<file path="src/rtl/mesh_pkg.sv">
// Shared types for the mesh router allocator.
// Port order is c,n,e,s,w; vectors are indexed [0:4] in that order.
package mesh_pkg;

  localparam int N_PORTS = 5;

  typedef enum logic [2:0] {
    PORT_C,
    PORT_N,
    PORT_E,
    PORT_S,
    PORT_W
  } port_e;

  typedef logic [0:N_PORTS-1] port_vec_t;

  typedef enum logic {
    ALLOC_IDLE,
    ALLOC_BUSY
  } alloc_state_e;

  function automatic logic [2:0] next_port(
    input logic [2:0] p
  );
    return (p == 3'd4) ? 3'd0 : p + 3'd1;
  endfunction

endpackage

</file>
<file path="src/rtl/mesh_rr_arbiter.sv">
// 5-way round-robin arbiter: first requester
// at or after ptr (mod 5) wins.
import mesh_pkg::*;

module mesh_rr_arbiter (
  input  port_vec_t  req,
  input  logic [2:0] ptr,
  output port_vec_t  gnt,
  output logic [2:0] winner,
  output logic       valid
);

  logic [3:0] idx;

  always_comb begin
    gnt    = '0;
    winner = '0;
    valid  = 1'b0;
    idx    = '0;
    for (int k = 0; k < N_PORTS; k++) begin
      idx = {1'b0, ptr} + 4'(k);
      if (idx >= 4'd5) idx = idx - 4'd5;
      if (!valid && req[idx[2:0]]) begin
        valid  = 1'b1;
        winner = idx[2:0];
      end
    end
    if (valid) gnt[winner] = 1'b1;
  end

endmodule

</file>
<file path="src/rtl/mesh_switch_allocator.sv">
// Mesh switch allocator: per-output round-robin with wormhole lock.
// Optional per-output grant counters with MESH_ALLOC_STATS_EN.
import mesh_pkg::*;

module mesh_switch_allocator #(
  parameter int STAT_WIDTH = 16
) (
  input  logic             clk,
  input  logic             reset,
  input  logic [0:4][0:4]  i_output_req,
  input  logic [0:4]       i_tail,
  input  logic [0:4]       i_output_en,
  output logic [0:4]       o_input_grant,
  output logic [0:4][0:4]  o_xbar_sel
`ifdef MESH_ALLOC_STATS_EN
  ,
  output logic [0:4][STAT_WIDTH-1:0] o_grant_count
`endif
);

  logic [0:4][0:4] req_m;
  logic [0:4][0:4] sel;
  logic            seen;

  port_vec_t    col_req [N_PORTS];
  port_vec_t    arb_gnt [N_PORTS];
  logic [2:0]   arb_win [N_PORTS];
  logic         arb_vld [N_PORTS];

  alloc_state_e state_q [N_PORTS];
  alloc_state_e state_d [N_PORTS];
  logic [2:0]   owner_q [N_PORTS];
  logic [2:0]   owner_d [N_PORTS];
  logic [2:0]   ptr_q   [N_PORTS];
  logic [2:0]   ptr_d   [N_PORTS];

  // Multi-hot requests collapse to the lowest index (c first).
  always_comb begin
    req_m = '0;
    seen  = 1'b0;
    for (int i = 0; i < N_PORTS; i++) begin
      seen = 1'b0;
      for (int j = 0; j < N_PORTS; j++) begin
        req_m[i][j] = i_output_req[i][j] & ~seen;
        seen        = seen | i_output_req[i][j];
      end
    end
  end

  always_comb begin
    for (int j = 0; j < N_PORTS; j++) begin
      col_req[j] = '0;
      for (int i = 0; i < N_PORTS; i++)
        col_req[j][i] = req_m[i][j];
    end
  end

  for (genvar g = 0; g < N_PORTS; g++) begin : g_arb
    mesh_rr_arbiter u_arb (
      .req    (col_req[g]),
      .ptr    (ptr_q[g]),
      .gnt    (arb_gnt[g]),
      .winner (arb_win[g]),
      .valid  (arb_vld[g])
    );
  end

  always_comb begin
    sel = '0;
    for (int j = 0; j < N_PORTS; j++) begin
      state_d[j] = state_q[j];
      owner_d[j] = owner_q[j];
      ptr_d[j]   = ptr_q[j];
      unique case (state_q[j])
        ALLOC_IDLE: begin
          if (i_output_en[j] && arb_vld[j]) begin
            sel[j]     = arb_gnt[j];
            ptr_d[j]   = next_port(arb_win[j]);
            owner_d[j] = arb_win[j];
            state_d[j] = i_tail[arb_win[j]] ?
                         ALLOC_IDLE : ALLOC_BUSY;
          end
        end
        ALLOC_BUSY: begin
          // Only the owner may move; the lock holds through bubbles.
          if (req_m[owner_q[j]][j] && i_output_en[j]) begin
            sel[j][owner_q[j]] = 1'b1;
            if (i_tail[owner_q[j]]) state_d[j] = ALLOC_IDLE;
          end
        end
        default: ;
      endcase
    end
  end

  always_comb begin
    o_xbar_sel    = reset ? '0 : sel;
    o_input_grant = '0;
    for (int j = 0; j < N_PORTS; j++)
      for (int i = 0; i < N_PORTS; i++)
        o_input_grant[i] = o_input_grant[i] | o_xbar_sel[j][i];
  end

  always_ff @(posedge clk or posedge reset) begin
    if (reset) begin
      for (int j = 0; j < N_PORTS; j++) begin
        state_q[j] <= ALLOC_IDLE;
        owner_q[j] <= '0;
        ptr_q[j]   <= '0;
      end
    end else begin
      for (int j = 0; j < N_PORTS; j++) begin
        state_q[j] <= state_d[j];
        owner_q[j] <= owner_d[j];
        ptr_q[j]   <= ptr_d[j];
      end
    end
  end

`ifdef MESH_ALLOC_STATS_EN
  logic [STAT_WIDTH-1:0] cnt_q [N_PORTS];
  logic [STAT_WIDTH-1:0] cnt_d [N_PORTS];

  always_comb begin
    for (int j = 0; j < N_PORTS; j++) begin
      cnt_d[j]         = cnt_q[j] + STAT_WIDTH'(|sel[j]);
      o_grant_count[j] = cnt_q[j];
    end
  end

  always_ff @(posedge clk or posedge reset) begin
    if (reset) begin
      for (int j = 0; j < N_PORTS; j++) cnt_q[j] <= '0;
    end else begin
      for (int j = 0; j < N_PORTS; j++) cnt_q[j] <= cnt_d[j];
    end
  end
`endif

endmodule

</file>
<file path="config.mk">
export PLATFORM = sky130hd
export DESIGN_NAME = mesh_switch_allocator
export DESIGN_NICKNAME = d
export VERILOG_FILES = /design/src/rtl/mesh_pkg.sv /design/src/rtl/mesh_rr_arbiter.sv /design/src/rtl/mesh_switch_allocator.sv
export SDC_FILE = /design/constraint.sdc
export NUM_CORES = 1
export LEC_CHECK = 0
export ABC_CLOCK_PERIOD_IN_PS = 7180
export BUFFER_PORTS_ARGS = -buffer_cell sky130_fd_sc_hd__buf_2
export CAP_MARGIN = 10
export CORE_MARGIN = 2
export CORE_UTILIZATION = 25
export DETAILED_ROUTE_END_ITERATION = 6
export PLACE_DENSITY = 0.37
export SLEW_MARGIN = 30
export SYNTH_ARGS = -nofsm -noshare
export SYNTH_HDL_FRONTEND = slang
export SYNTH_SLANG_ARGS = --single-unit
export TNS_END_PERCENT = 50
</file>
<file path="constraint.sdc">
create_clock -name clk -period 7.18 [get_ports clk]
set_clock_uncertainty 0.05 [all_clocks]
set_input_delay 1.436 -clock clk [delete_from_list [all_inputs] [get_ports clk]]
set_output_delay 1.436 -clock clk [all_outputs]
set_load 0.01 [all_outputs]
</file>
==> After elaboration in Yosys (flattened, before gate mapping) <==
Index checks and enable logic that the tools add are counted.
{ "totals": {"register_bits": 35, "input_bits": 37, "out_inout_bits": 30, "wordCells": 586} }
{ "classes": {"n_addsub": 50, "n_lt_le_gt_ge": 70, "eq_ne": 5, "muxes": 266, "bitwise_logic": 115, "reduce_logical": 65} }
{ "ops": {"columns": ["cell", "n"], "rows": [
  ["3-bit two-way mux", 57],
  ["4-bit greater-or-equal comparator (second input constant)", 35],
  ["3-bit inverter with 4-bit output", 35],
  ["1-bit two-way mux", 127],
  ["1-bit binary-select mux with 3-bit select", 35],
  ["5-bit two-way mux", 17],
  ["4-bit by 3-bit greater-or-equal comparator with 1-bit output (second input constant)", 20],
  ["5-bit binary-select mux with 3-bit select", 5],
  ["3-bit subtractor (second input constant)", 25],
  ["5-bit case mux with 2 select lines", 5],
  ["3-bit by 2-bit adder with 4-bit output (second input constant)", 10],
  ["1-bit logical AND", 40],
  ["4-bit by 1-bit less-than comparator with 1-bit output (second input constant)", 10],
  ["1-bit OR", 35],
  ["1-bit demux with 3-bit select", 10],
  ["25-bit two-way mux", 1],
  ["1-bit inverter", 25],
  ["3-bit by 1-bit adder with 4-bit output (second input constant)", 5],
  ["3-bit by 3-bit adder with 4-bit output (second input constant)", 5],
  ["1-bit AND", 20],
  ["1-bit zero test", 20],
  ["3-bit by 1-bit adder with 3-bit output (second input constant)", 5],
  ["3-bit == test (second input constant)", 5],
  ["3-bit greater-or-equal comparator (second input constant)", 5],
  ["other kinds (4)", 14]
]} }

==> Longest topological paths before layout <==
Gate-level depths: netlist of run 1.
{ "depth": {"depth_word": 34, "ltp_mapped": 20} }

==> Hierarchy <==
A second synthesis of run 1 with hierarchy kept.
{ "unflattened": {"cells_unflattened": 1206, "hier_area_um2": 9105.0} }
{ "by_module_without_submodules": {"columns": ["module", "n_inst", "cells_each", "area_each_um2", "seq_area_each_um2"], "rows": [
  ["mesh_rr_arbiter at g_arb[1].u_arb ...", 3, 164, 1199.9, 0.0],
  ["mesh_switch_allocator", 1, 382, 3113.0, 875.8],
  ["mesh_rr_arbiter at g_arb[0].u_arb", 1, 176, 1241.2, 0.0],
  ["mesh_rr_arbiter at g_arb[4].u_arb", 1, 156, 1151.1, 0.0]
]} }

==> Least setup slack after synthesis of run 1 <==
OpenSTA, ideal clock, no wires.
{ "synth_path": {"path_type": "input port to output port", "from": "in i_output_req[13] (netlist bit)", "to": "out o_input_grant[2] (netlist bit)", "arrival_ns": 4.349, "t_required_ns": 5.694, "path_slack_ns": 1.345, "path_stages": 11, "n_path_buf": 1, "cell_sequence": "buf_2 or3_4 a2111oi_2 a31oi_1 a32oi_2 a2111oi_1 nand4bb_1 a32oi_2 o32ai_1 or3b_1 or4_1"} }
{ "synth_rtl": {"columns": ["element", "line", "rtl"], "rows": [
  ["start: declaration", "mesh_switch_allocator.sv:10", "input logic [0:4][0:4] i_output_req,"],
  ["end: declaration", "mesh_switch_allocator.sv:13", "output logic [0:4] o_input_grant,"]
]} }

==> Final worst setup path of run 1 <==
{ "layout_path": {"from": "reg ptr_q[9] (netlist bit)", "to": "out o_input_grant[3] (netlist bit)"} }
{ "layout_via": {"elab_chain_cells": 32} }
{ "layout_lines": {"columns": ["element", "line", "rtl"], "rows": [
  ["start: declaration", "mesh_switch_allocator.sv:34", "logic [2:0] ptr_q [N_PORTS];"],
  ["start signal: indexed assignment", "mesh_switch_allocator.sv:115", "ptr_q[j] <= ptr_d[j];"],
  ["branches (longest 25 deep; another with 3-bit by 1-bit adder with 4-bit output)", null, null],
  ["5-bit two-way mux (*)", "mesh_switch_allocator.sv:76", "if (i_output_en[j] && arb_vld[j]) begin"],
  ["5-bit case mux with 2 select lines (*)", "mesh_switch_allocator.sv:74", "unique case (state_q[j])"],
  ["25-bit two-way mux (*)", "mesh_switch_allocator.sv:97", "o_xbar_sel = reset ? '0 : sel;"],
  ["1-bit OR (*) (4 in series)", "mesh_switch_allocator.sv:101", "o_input_grant[i] = o_input_grant[i] | o_xbar_sel[j][i];"]
]} }
Mark *: on every way between the ends. The select of a mux whose other input is x is not followed.

==> results.sh, run 1 <==
export IMPL_num_rows=68
export IMPL_hold_buffers=0
export IMPL_io_buffers=66
export IMPL_ys_seq_elements=35
export IMPL_initial_utilization_pct=25.4
export IMPL_ys_warnings_count=0
export IMPL_reg2reg_setup_slack_ns=2.51
export IMPL_hold_path_depth=2
export IMPL_ant_nets=0
export IMPL_cts_buffers=5
export IMPL_die_w_um=191
export IMPL_initialDrtViolationCount=881
export IMPL_gr_usage_all_layers_pct=19.1
export IMPL_final_nets=1315
export IMPL_wl_um=35300
export IMPL_ys_flop_type="dfrtp_1"
export IMPL_crit_path_start="ptr_q[9]$_DFFE_PP0P_"
export IMPL_holdPathEnd="state_q[4]$_DFF_PP0_"
export IMPL_wl_per_cell_um=21.0
export IMPL_async_reset_ff_share_pct=100
export IMPL_startpoint_type="flip-flop"
export IMPL_grt_max_degree=31
export IMPL_final_max_slew_viol_count=0
export IMPL_grt_ovfl_total=0
export IMPL_reg2reg_from="ptr_q[9]$_DFFE_PP0P_"
export IMPL_relSlewSlack_pct=40.4
export IMPL_drt_first_pass_iters=5
export IMPL_fin_crit_sh_pct=94.9
export IMPL_fin_setup_tns_ns=0
export IMPL_cts_tree="built"
export IMPL_cp_end_kind="output port"
export IMPL_maxCapViolCount=0
export IMPL_clk_latency_ns=0.30
export IMPL_num_io_pins=67
export IMPL_min_from="state_q[4]$_DFF_PP0_"
export IMPL_ys_seq_area_share_pct=9.97
export IMPL_worstPathMaxFanout=13
export IMPL_cts_resized_gates=0
export IMPL_fp_dieH_um=191
export IMPL_cts_setup_buffers=0
export IMPL_root_buffer="clkbuf_16"
export IMPL_synth_edf_count=0
export IMPL_ff2ff_path_depth=13
export IMPL_hold_class="reg2reg"
export IMPL_yosysUniqueCellTypes=109
export IMPL_cts_path_max_buffers=2
export IMPL_clk_pin_slew_ns=0.06
export IMPL_dp_cells=1673
export IMPL_required_ns=5.69
export IMPL_vias=9668
export IMPL_reg2reg_to="state_q[3]$_DFF_PP0_"
export IMPL_core_area_um2=34500
export IMPL_grt_pass1_wl_um=54600
export IMPL_clock_sinks=35
export IMPL_synthTopCellsByArea="dfrtp_1 (10%), ha_1 (6.8%), o21ai_0 (4.4%)"
export IMPL_setup_viol=0
export IMPL_timing_final_crit_period_ns=6.81
export IMPL_dp_hpwl_um=27400
export IMPL_synthCells=1198
export IMPL_area_delta_synth_final_pct=10.7
export IMPL_drc=0
export IMPL_drive_gt1_share_pct=15.6
export IMPL_syn_mean_instance_area_um2=7.33
export IMPL_fp_dieArea_um2=36700
export IMPL_nFillCells=3865
export IMPL_arrival_ns=5.33
export IMPL_h_tree_depth=2
export IMPL_register_area_um2=876
export IMPL_viasPerCell=5.75
export IMPL_synth_top_area_share_pct=9.97
export IMPL_worstMarginPinSlew_ns=0.872
export IMPL_fmax_ghz=0.147
export IMPL_critical_path_class="reg2out"
export IMPL_outcome="completed"
export IMPL_syn_area_um2=8780
export IMPL_hold_violations=0
export IMPL_grt_pass1_vias=9308
export IMPL_multi_input_area_um2=7270
export IMPL_stdcell_count=1682
export IMPL_yosysTopAreaCell="dfrtp_1"
export IMPL_timing_hold_ws_ns=0.492
export IMPL_gp_congestion=0.886
export IMPL_synth_fp_nets=1288
export IMPL_antenna_found_initial=2
export IMPL_rsz0062_at_grt="false"
-- synthesized netlist by cell type, types with 7 or more instances --
| library cell | n |
|---|---|
| a2111oi_0 | 10 |
| a211o_1 | 13 |
| a211oi_1 | 23 |
| a21o_1 | 9 |
| a21oi_1 | 75 |
| a221o_1 | 7 |
| a22oi_1 | 8 |
| a31oi_1 | 14 |
| a32o_1 | 7 |
| and2_1 | 17 |
| and3b_1 | 8 |
| buf_2 | 24 |
| clkbuf_1 | 43 |
| dfrtp_1 | 35 |
| ha_1 | 48 |
| inv_1 | 66 |
| mux2_2 | 10 |
| mux2i_1 | 34 |
| mux4_2 | 12 |
| nand2_1 | 89 |
| nand2b_1 | 42 |
| nand3_1 | 25 |
| nand3b_1 | 10 |
| nor2_1 | 87 |
| nor2b_1 | 33 |
| nor3_1 | 29 |
| nor3b_1 | 10 |
| nor4_1 | 10 |
| nor4b_1 | 12 |
| o2111ai_1 | 7 |
| o211a_1 | 8 |
| o211ai_1 | 21 |
| o21ai_0 | 78 |
| o22ai_1 | 15 |
| o31ai_1 | 10 |
| or2_2 | 12 |
| or3_1 | 17 |
| xnor2_1 | 16 |
-- metal layers --
metal | up-vias | wire [µm] | global-route usage, %
met5 | - | 0 | 0
li1 | 4627 | - | -
met2 | 329 | 16000 | 30.9
met3 | 40 | 1900 | 2.59
met4 | 0 | 965 | 5.65
met1 | 4672 | 16400 | 26.3
-- cell type report --
cell class,instances,area share (%)
diodes,1,0.0257
clock inverters,2,0.129
well taps,455,5.86
flip-flops and latches,35,9.01
multi-input cells,1009,74.8
inverters,74,2.86
repair buffers,100,6.02
clock buffers,6,1.33
-- how the worst max path moves through the flow --
| stage | to | slack (ns) | cells past startpoint |
|---|---|---|---|
| 2_1_floorplan | o_input_grant[2] | 1.34 | 11 |
| 3_3_place_gp | o_input_grant[3] | 0.59 | 12 |
| 3_5_place_dp | o_input_grant[2] | 0.56 | 12 |
| 4_1_cts | o_input_grant[3] | 0.43 | 13 |
| 5_1_grt | o_input_grant[3] | 0.07 | 13 |
| 6_report | o_input_grant[3] | 0.37 | 13 |
-- worst max-delay path, cell delays in order, from the launching register on --
cell	delay, ns
dfrtp_1	0.37
inv_1	0.37
ha_1	0.34
ha_1	0.40
a2111oi_0	0.82
o211ai_1	0.29
a221o_1	0.46
mux2i_1	0.16
a311oi_2	0.42
nor2_1	0.15
a32oi_1	0.34
o221ai_1	0.21
or4_1	0.50
buf_2	0.18
-- registers in the layout, summed over array words and instances (netlist names) --
register / cells
owner_q: 15
ptr_q: 15
state_q: 5
-- stage by stage --
step / setup slack (ns) / area, µm² / util, %
after global placement: 0.591 / 9580 / 27.7
final: 0.368 / 9720 / 28.1
after CTS: 0.431 / 9720 / 28.1
after global routing: 0.0747 / 9720 / 28.1
after detailed placement: 0.561 / 9580 / 27.7
after floorplan: 1.34 / 8780 / -
-- kinds of logic (layout without fill, tap and decap cells) --
group           count (synthesis)  after routing  synth area share (%)
compound gates                422            422                  35.1
other cells                     0              1                     0
flops                          35             35                  9.97
buf+inv                       154            182                  7.28
simple gates                  456            456                  29.2
xor+xnor                       22             22                  2.19
mux                            56             56                  8.23
fa+ha+maj                      53             53                  7.98
-- cell usage in the layout, fill, tap and decap left out, types with 17 or more instances in the layout --
| master | count |
|---|---|
| nand2_1 | 89 |
| nor2_1 | 87 |
| o21ai_0 | 78 |
| a21oi_1 | 75 |
| inv_1 | 66 |
| buf_2 | 66 |
| ha_1 | 48 |
| nand2b_1 | 42 |
| dfrtp_1 | 35 |
| mux2i_1 | 34 |
| buf_4 | 34 |
| nor2b_1 | 33 |
| nor3_1 | 29 |
| nand3_1 | 25 |
| a211oi_1 | 23 |
| o211ai_1 | 21 |
| and2_1 | 17 |
| or3_1 | 17 |
Power of run 1 is not shown: default switching activity piles up to over one toggle a cycle in this logic, so the estimate is an artifact.
==> run 2: changes to the inputs <==
--- a/config.mk
+++ b/config.mk
@@ -5,7 +5,7 @@
 export SDC_FILE = /design/constraint.sdc
 export NUM_CORES = 1
 export LEC_CHECK = 0
-export ABC_CLOCK_PERIOD_IN_PS = 7180
+export ABC_CLOCK_PERIOD_IN_PS = 8850
 export BUFFER_PORTS_ARGS = -buffer_cell sky130_fd_sc_hd__buf_2
 export CAP_MARGIN = 10
 export CORE_MARGIN = 2
==> constraint.sdc (replaced) <==
create_clock -name clk -period 8.85 [get_ports clk]
set_clock_uncertainty 0.05 [all_clocks]
set_input_delay 1.77 -clock clk [delete_from_list [all_inputs] [get_ports clk]]
set_output_delay 1.77 -clock clk [all_outputs]
set_load 0.01 [all_outputs]
==> run 2 against run 1 <==
  * Final cell count shrank 1.4%
  * Non-clock buffer count shrank 22
  * First-iteration DRC count grew 2.5%
  * Sequential cell count is the same
  * Cell area shrank 1.3%
  * Highest routed layer unchanged
  * Via count shrank 2.4%
  * Worst setup slack gained 0.97 ns
  * Sequential share of layout area grew 0.12 points
==> results.sh, run 2 (same netlist as run 1, synthesis figures left out) <==
export IMPL_fmax_ghz=0.133
export IMPL_initialDrtViolationCount=903
export IMPL_cts_path_max_buffers=2
export IMPL_num_rows=68
export IMPL_clk_pin_slew_ns=0.06
export IMPL_gp_congestion=0.832
export IMPL_cts_resized_gates=0
export IMPL_wl_um=34100
export IMPL_fp_dieH_um=191
export IMPL_drc=0
export IMPL_relSlewSlack_pct=41.4
export IMPL_hold_violations=0
export IMPL_critical_path_class="in2out"
export IMPL_dp_cells=1651
export IMPL_hold_class="reg2reg"
export IMPL_clock_sinks=35
export IMPL_gr_usage_all_layers_pct=18.5
export IMPL_h_tree_depth=2
export IMPL_vias=9434
export IMPL_hold_path_depth=2
export IMPL_ant_nets=0
export IMPL_cts_setup_buffers=0
export IMPL_drt_first_pass_iters=5
export IMPL_num_io_pins=67
export IMPL_viasPerCell=5.69
export IMPL_die_w_um=191
export IMPL_wl_per_cell_um=20.5
export IMPL_reg2reg_setup_slack_ns=3.91
export IMPL_cts_buffers=5
export IMPL_final_common_cell="nand2_1"
export IMPL_cts_tree="built"
export IMPL_fp_dieArea_um2=36700
export IMPL_fin_setup_tns_ns=0
export IMPL_min_from="state_q[4]$_DFF_PP0_"
export IMPL_timing_final_crit_period_ns=7.51
export IMPL_grt_pass1_wl_um=53600
export IMPL_stdcell_count=1659
export IMPL_root_buffer="clkbuf_16"
export IMPL_antenna_cells=0
export IMPL_maxCapViolCount=0
export IMPL_required_ns=7.03
export IMPL_cp_end_kind="output port"
export IMPL_final_nets=1293
export IMPL_grt_pass1_vias=9020
export IMPL_reg_top3="owner_q: 15 flops, ptr_q: 15 flops, state_q: 5 flops"
export IMPL_reg2reg_to="state_q[2]$_DFF_PP0_"
export IMPL_hold_buffers=0
export IMPL_initial_utilization_pct=25.4
export IMPL_fin_crit_sh_pct=84.8
export IMPL_holdPathEnd="state_q[4]$_DFF_PP0_"
export IMPL_final_cell_mix="nand2_1 (89), nor2_1 (87), o21ai_0 (78)"
export IMPL_antenna_found_initial=0
export IMPL_area_delta_synth_final_pct=9.19
export IMPL_clk_latency_ns=0.30
export IMPL_dp_hpwl_um=26600
export IMPL_worstPathMaxFanout=15
export IMPL_core_area_um2=34500
export IMPL_final_max_slew_viol_count=0
export IMPL_worstMarginPinSlew_ns=0.868
export IMPL_grt_max_degree=36
export IMPL_arrival_ns=5.69
export IMPL_reg2reg_from="ptr_q[6]$_DFFE_PP0P_"
export IMPL_outcome="completed"
export IMPL_drive_gt1_share_pct=14.4
export IMPL_io_buffers=66
export IMPL_setup_viol=0
export IMPL_rsz0062_at_grt="false"
export IMPL_startpoint_type="input pin"
export IMPL_grt_ovfl_total=0
export IMPL_ff2ff_path_depth=13
-- run 2: changes by cell type in the layout (fill, tap and decap cells not counted), moves of 2 or more --
cell      change
clkbuf_8      +2
nor4b_2       +2
nor4b_1       -2
buf_4        -22
-- run 2: how the worst max path moves through the flow --
stage,cells past startpoint,to,from
final,12,o_input_grant[3],i_output_req[19]
after CTS,12,o_input_grant[3],i_output_req[19]
after global routing,12,o_input_grant[3],i_output_req[14]
after detailed placement,11,o_input_grant[3],i_output_req[19]
after global placement,12,o_input_grant[3],i_output_req[14]
after floorplan,11,o_input_grant[2],i_output_req[13]
-- run 2: area by class of cell --
cell class              count  area [µm²]
inverters                  74         278
fillers                  3861       25000
clock buffers               7         153
repair buffers             78         420
multi-input cells        1009        7290
clock inverters             1        7.51
flip-flops and latches     35         876
well taps                 455         569
-- run 2: per-layer routing --
metal | track usage (%) | share of wire, % | vias up | wire length, µm
li1 | - | - | 4580 | -
met1 | 27.3 | 50 | 4564 | 16900
met2 | 28.9 | 44 | 251 | 15000
met3 | 1.74 | 4.0 | 39 | 1370
met4 | 4.44 | 2.2 | 0 | 749
met5 | 0 | 0 | - | 0
-- run 2: metrics by stage --
step	util [%]	area, µm²	setup WS, ns	hold slack [ns]
3_5_place_dp	27.3	9430	1.43	0.472
6_report	27.8	9590	1.34	0.501
5_1_grt	27.8	9590	1.10	0.517
4_1_cts	27.7	9590	1.42	0.485
3_3_place_gp	27.2	9410	1.41	0.466
2_1_floorplan	-	8780	2.35	0.432
-- run 2: worst max-delay path, cell delays in order --
cell and delay (ns):
buf_2 0.22, nor2b_1 0.58, or4b_1 0.51, a32oi_1 0.39
or2_2 0.20, a31oi_1 0.10, a311oi_2 0.59, nor2_1 0.16
a32oi_1 0.31, o221ai_1 0.16, or4_1 0.48, buf_2 0.18
Power of run 2 is left out for the same reason.
==> run 3: changes to the inputs <==
--- a/config.mk
+++ b/config.mk
@@ -5,7 +5,7 @@
 export SDC_FILE = /design/constraint.sdc
 export NUM_CORES = 1
 export LEC_CHECK = 0
-export ABC_CLOCK_PERIOD_IN_PS = 8850
+export ABC_CLOCK_PERIOD_IN_PS = 7300
 export BUFFER_PORTS_ARGS = -buffer_cell sky130_fd_sc_hd__buf_2
 export CAP_MARGIN = 10
 export CORE_MARGIN = 2
==> constraint.sdc (replaced) <==
create_clock -name clk -period 7.3 [get_ports clk]
set_clock_uncertainty 0.05 [all_clocks]
set_input_delay 1.46 -clock clk [delete_from_list [all_inputs] [get_ports clk]]
set_output_delay 1.46 -clock clk [all_outputs]
set_load 0.01 [all_outputs]
==> run 3 against run 2 <==
  * Non-clock buffer count rose by 20
  * Critical endpoint unchanged
  * Utilization rose by 0.34 points
  * Via count rose by 2.4%
  * Sequential share of layout area fell by 0.11 points
  * Register-to-register slack got worse by 1.2 ns
  * Worst hold slack got worse by 0.0020 ns
  * Sequential cell count did not move
  * Die area did not move
  * First-iteration DRC count rose by 6.9%
==> results.sh, run 3 (same netlist as run 1, synthesis figures left out) <==
export IMPL_arrival_ns=5.27
export IMPL_reg_top3="owner_q: 15 flops, ptr_q: 15 flops, state_q: 5 flops"
export IMPL_gr_usage_all_layers_pct=19.1
export IMPL_nFillCells=3861
export IMPL_relSlewSlack_pct=41.8
export IMPL_cts_tree="built"
export IMPL_drt_first_pass_iters=5
export IMPL_clock_sinks=35
export IMPL_final_nets=1313
export IMPL_worstMarginPinSlew_ns=0.871
export IMPL_grt_pass1_vias=9185
export IMPL_hold_path_depth=2
export IMPL_holdPathEnd="state_q[4]$_DFF_PP0_"
export IMPL_clk_pin_slew_ns=0.06
export IMPL_dp_hpwl_um=27400
export IMPL_drive_gt1_share_pct=15.5
export IMPL_cp_end_kind="output port"
export IMPL_timing_final_crit_period_ns=6.78
export IMPL_gp_congestion=0.851
export IMPL_antenna_found_initial=0
export IMPL_drc=0
export IMPL_initialDrtViolationCount=965
export IMPL_die_w_um=191
export IMPL_cts_resized_gates=0
export IMPL_antenna_cells=0
export IMPL_grt_max_degree=29
export IMPL_reg2reg_setup_slack_ns=2.70
export IMPL_rsz0062_at_grt="false"
export IMPL_num_rows=68
export IMPL_ant_nets=0
export IMPL_hold_class="reg2reg"
export IMPL_clk_latency_ns=0.30
export IMPL_final_cell_mix="nand2_1 (89), nor2_1 (87), o21ai_0 (78)"
export IMPL_worstPathMaxFanout=19
export IMPL_io_buffers=66
export IMPL_wl_um=35300
export IMPL_area_delta_synth_final_pct=10.5
export IMPL_final_max_slew_viol_count=0
export IMPL_maxCapViolCount=0
export IMPL_fin_setup_tns_ns=0
export IMPL_viasPerCell=5.75
export IMPL_cts_buffers=5
export IMPL_cts_setup_buffers=0
export IMPL_outcome="completed"
export IMPL_core_area_um2=34500
export IMPL_reg2reg_from="ptr_q[6]$_DFFE_PP0P_"
export IMPL_startpoint_type="input pin"
export IMPL_fp_dieH_um=191
export IMPL_hold_buffers=0
export IMPL_hold_violations=0
export IMPL_reg2reg_to="state_q[2]$_DFF_PP0_"
export IMPL_required_ns=5.79
export IMPL_grt_pass1_wl_um=54800
export IMPL_wl_per_cell_um=21.0
export IMPL_root_buffer="clkbuf_16"
export IMPL_cts_path_max_buffers=2
export IMPL_fin_crit_sh_pct=92.9
export IMPL_fp_dieArea_um2=36700
export IMPL_critical_path_class="in2out"
export IMPL_vias=9660
export IMPL_num_io_pins=67
export IMPL_min_from="state_q[4]$_DFF_PP0_"
export IMPL_setup_viol=0
export IMPL_h_tree_depth=2
export IMPL_initial_utilization_pct=25.4
export IMPL_final_common_cell="nand2_1"
export IMPL_grt_ovfl_total=0
export IMPL_fmax_ghz=0.147
export IMPL_ff2ff_path_depth=13
-- run 3: how the worst max path moves through the flow --
stage	startpoint	end	slack, ns	depth (start not counted)
after floorplan	i_output_req[13]	o_input_grant[2]	1.42	11
after global placement	i_output_req[14]	o_input_grant[3]	0.52	14
after detailed placement	i_output_req[14]	o_input_grant[3]	0.59	12
after CTS	i_output_req[14]	o_input_grant[3]	0.58	12
after global routing	i_output_req[14]	o_input_grant[3]	0.33	12
final	i_output_req[14]	o_input_grant[3]	0.52	14
-- run 3: metrics by stage --
stage          instance area, µm²  setup slack (ns)  hold WS, ns  utilization [%]  std cells
2_1_floorplan                8780              1.42        0.432                -       1198
3_3_place_gp                 9560             0.515        0.470             27.7       1671
3_5_place_dp                 9570             0.588        0.464             27.7       1671
4_1_cts                      9710             0.579        0.496             28.1       1679
5_1_grt                      9710             0.327        0.529             28.1       1679
6_report                     9710             0.519        0.499             28.1       1679
-- run 3: layer usage --
| layer | GRT usage [%] | vias up | share of wire, % |
|---|---|---|---|
| li1 | - | 4634 | - |
| met4 | 4.59 | 0 | 1.9 |
| met3 | 1.87 | 41 | 5.1 |
| met2 | 31.5 | 333 | 46 |
| met1 | 26.8 | 4652 | 47 |
| met5 | 0 | - | 0 |
-- run 3: critical path, cell delays in order --
cell	delay (ns)
buf_2	0.24
nor3b_2	0.70
buf_4	0.28
o221ai_1	0.15
o221ai_1	0.29
a21oi_1	0.22
o21ai_0	0.18
o21ai_0	0.13
a21oi_1	0.23
or2_1	0.25
inv_2	0.10
a32o_1	0.25
or4_1	0.60
buf_2	0.18
-- run 3: area by class of cell --
type / count / area, µm² / share of cell area (%)
tap: 455 / 569 / 5.86
clock inverter: 2 / 12.5 / 0.129
clock buffer: 6 / 129 / 1.33
sequential: 35 / 876 / 9.02
multi-input combinational: 1009 / 7280 / 74.9
timing repair buffer: 98 / 571 / 5.88
inverter: 74 / 278 / 2.86
Power of run 3 is left out for the same reason.
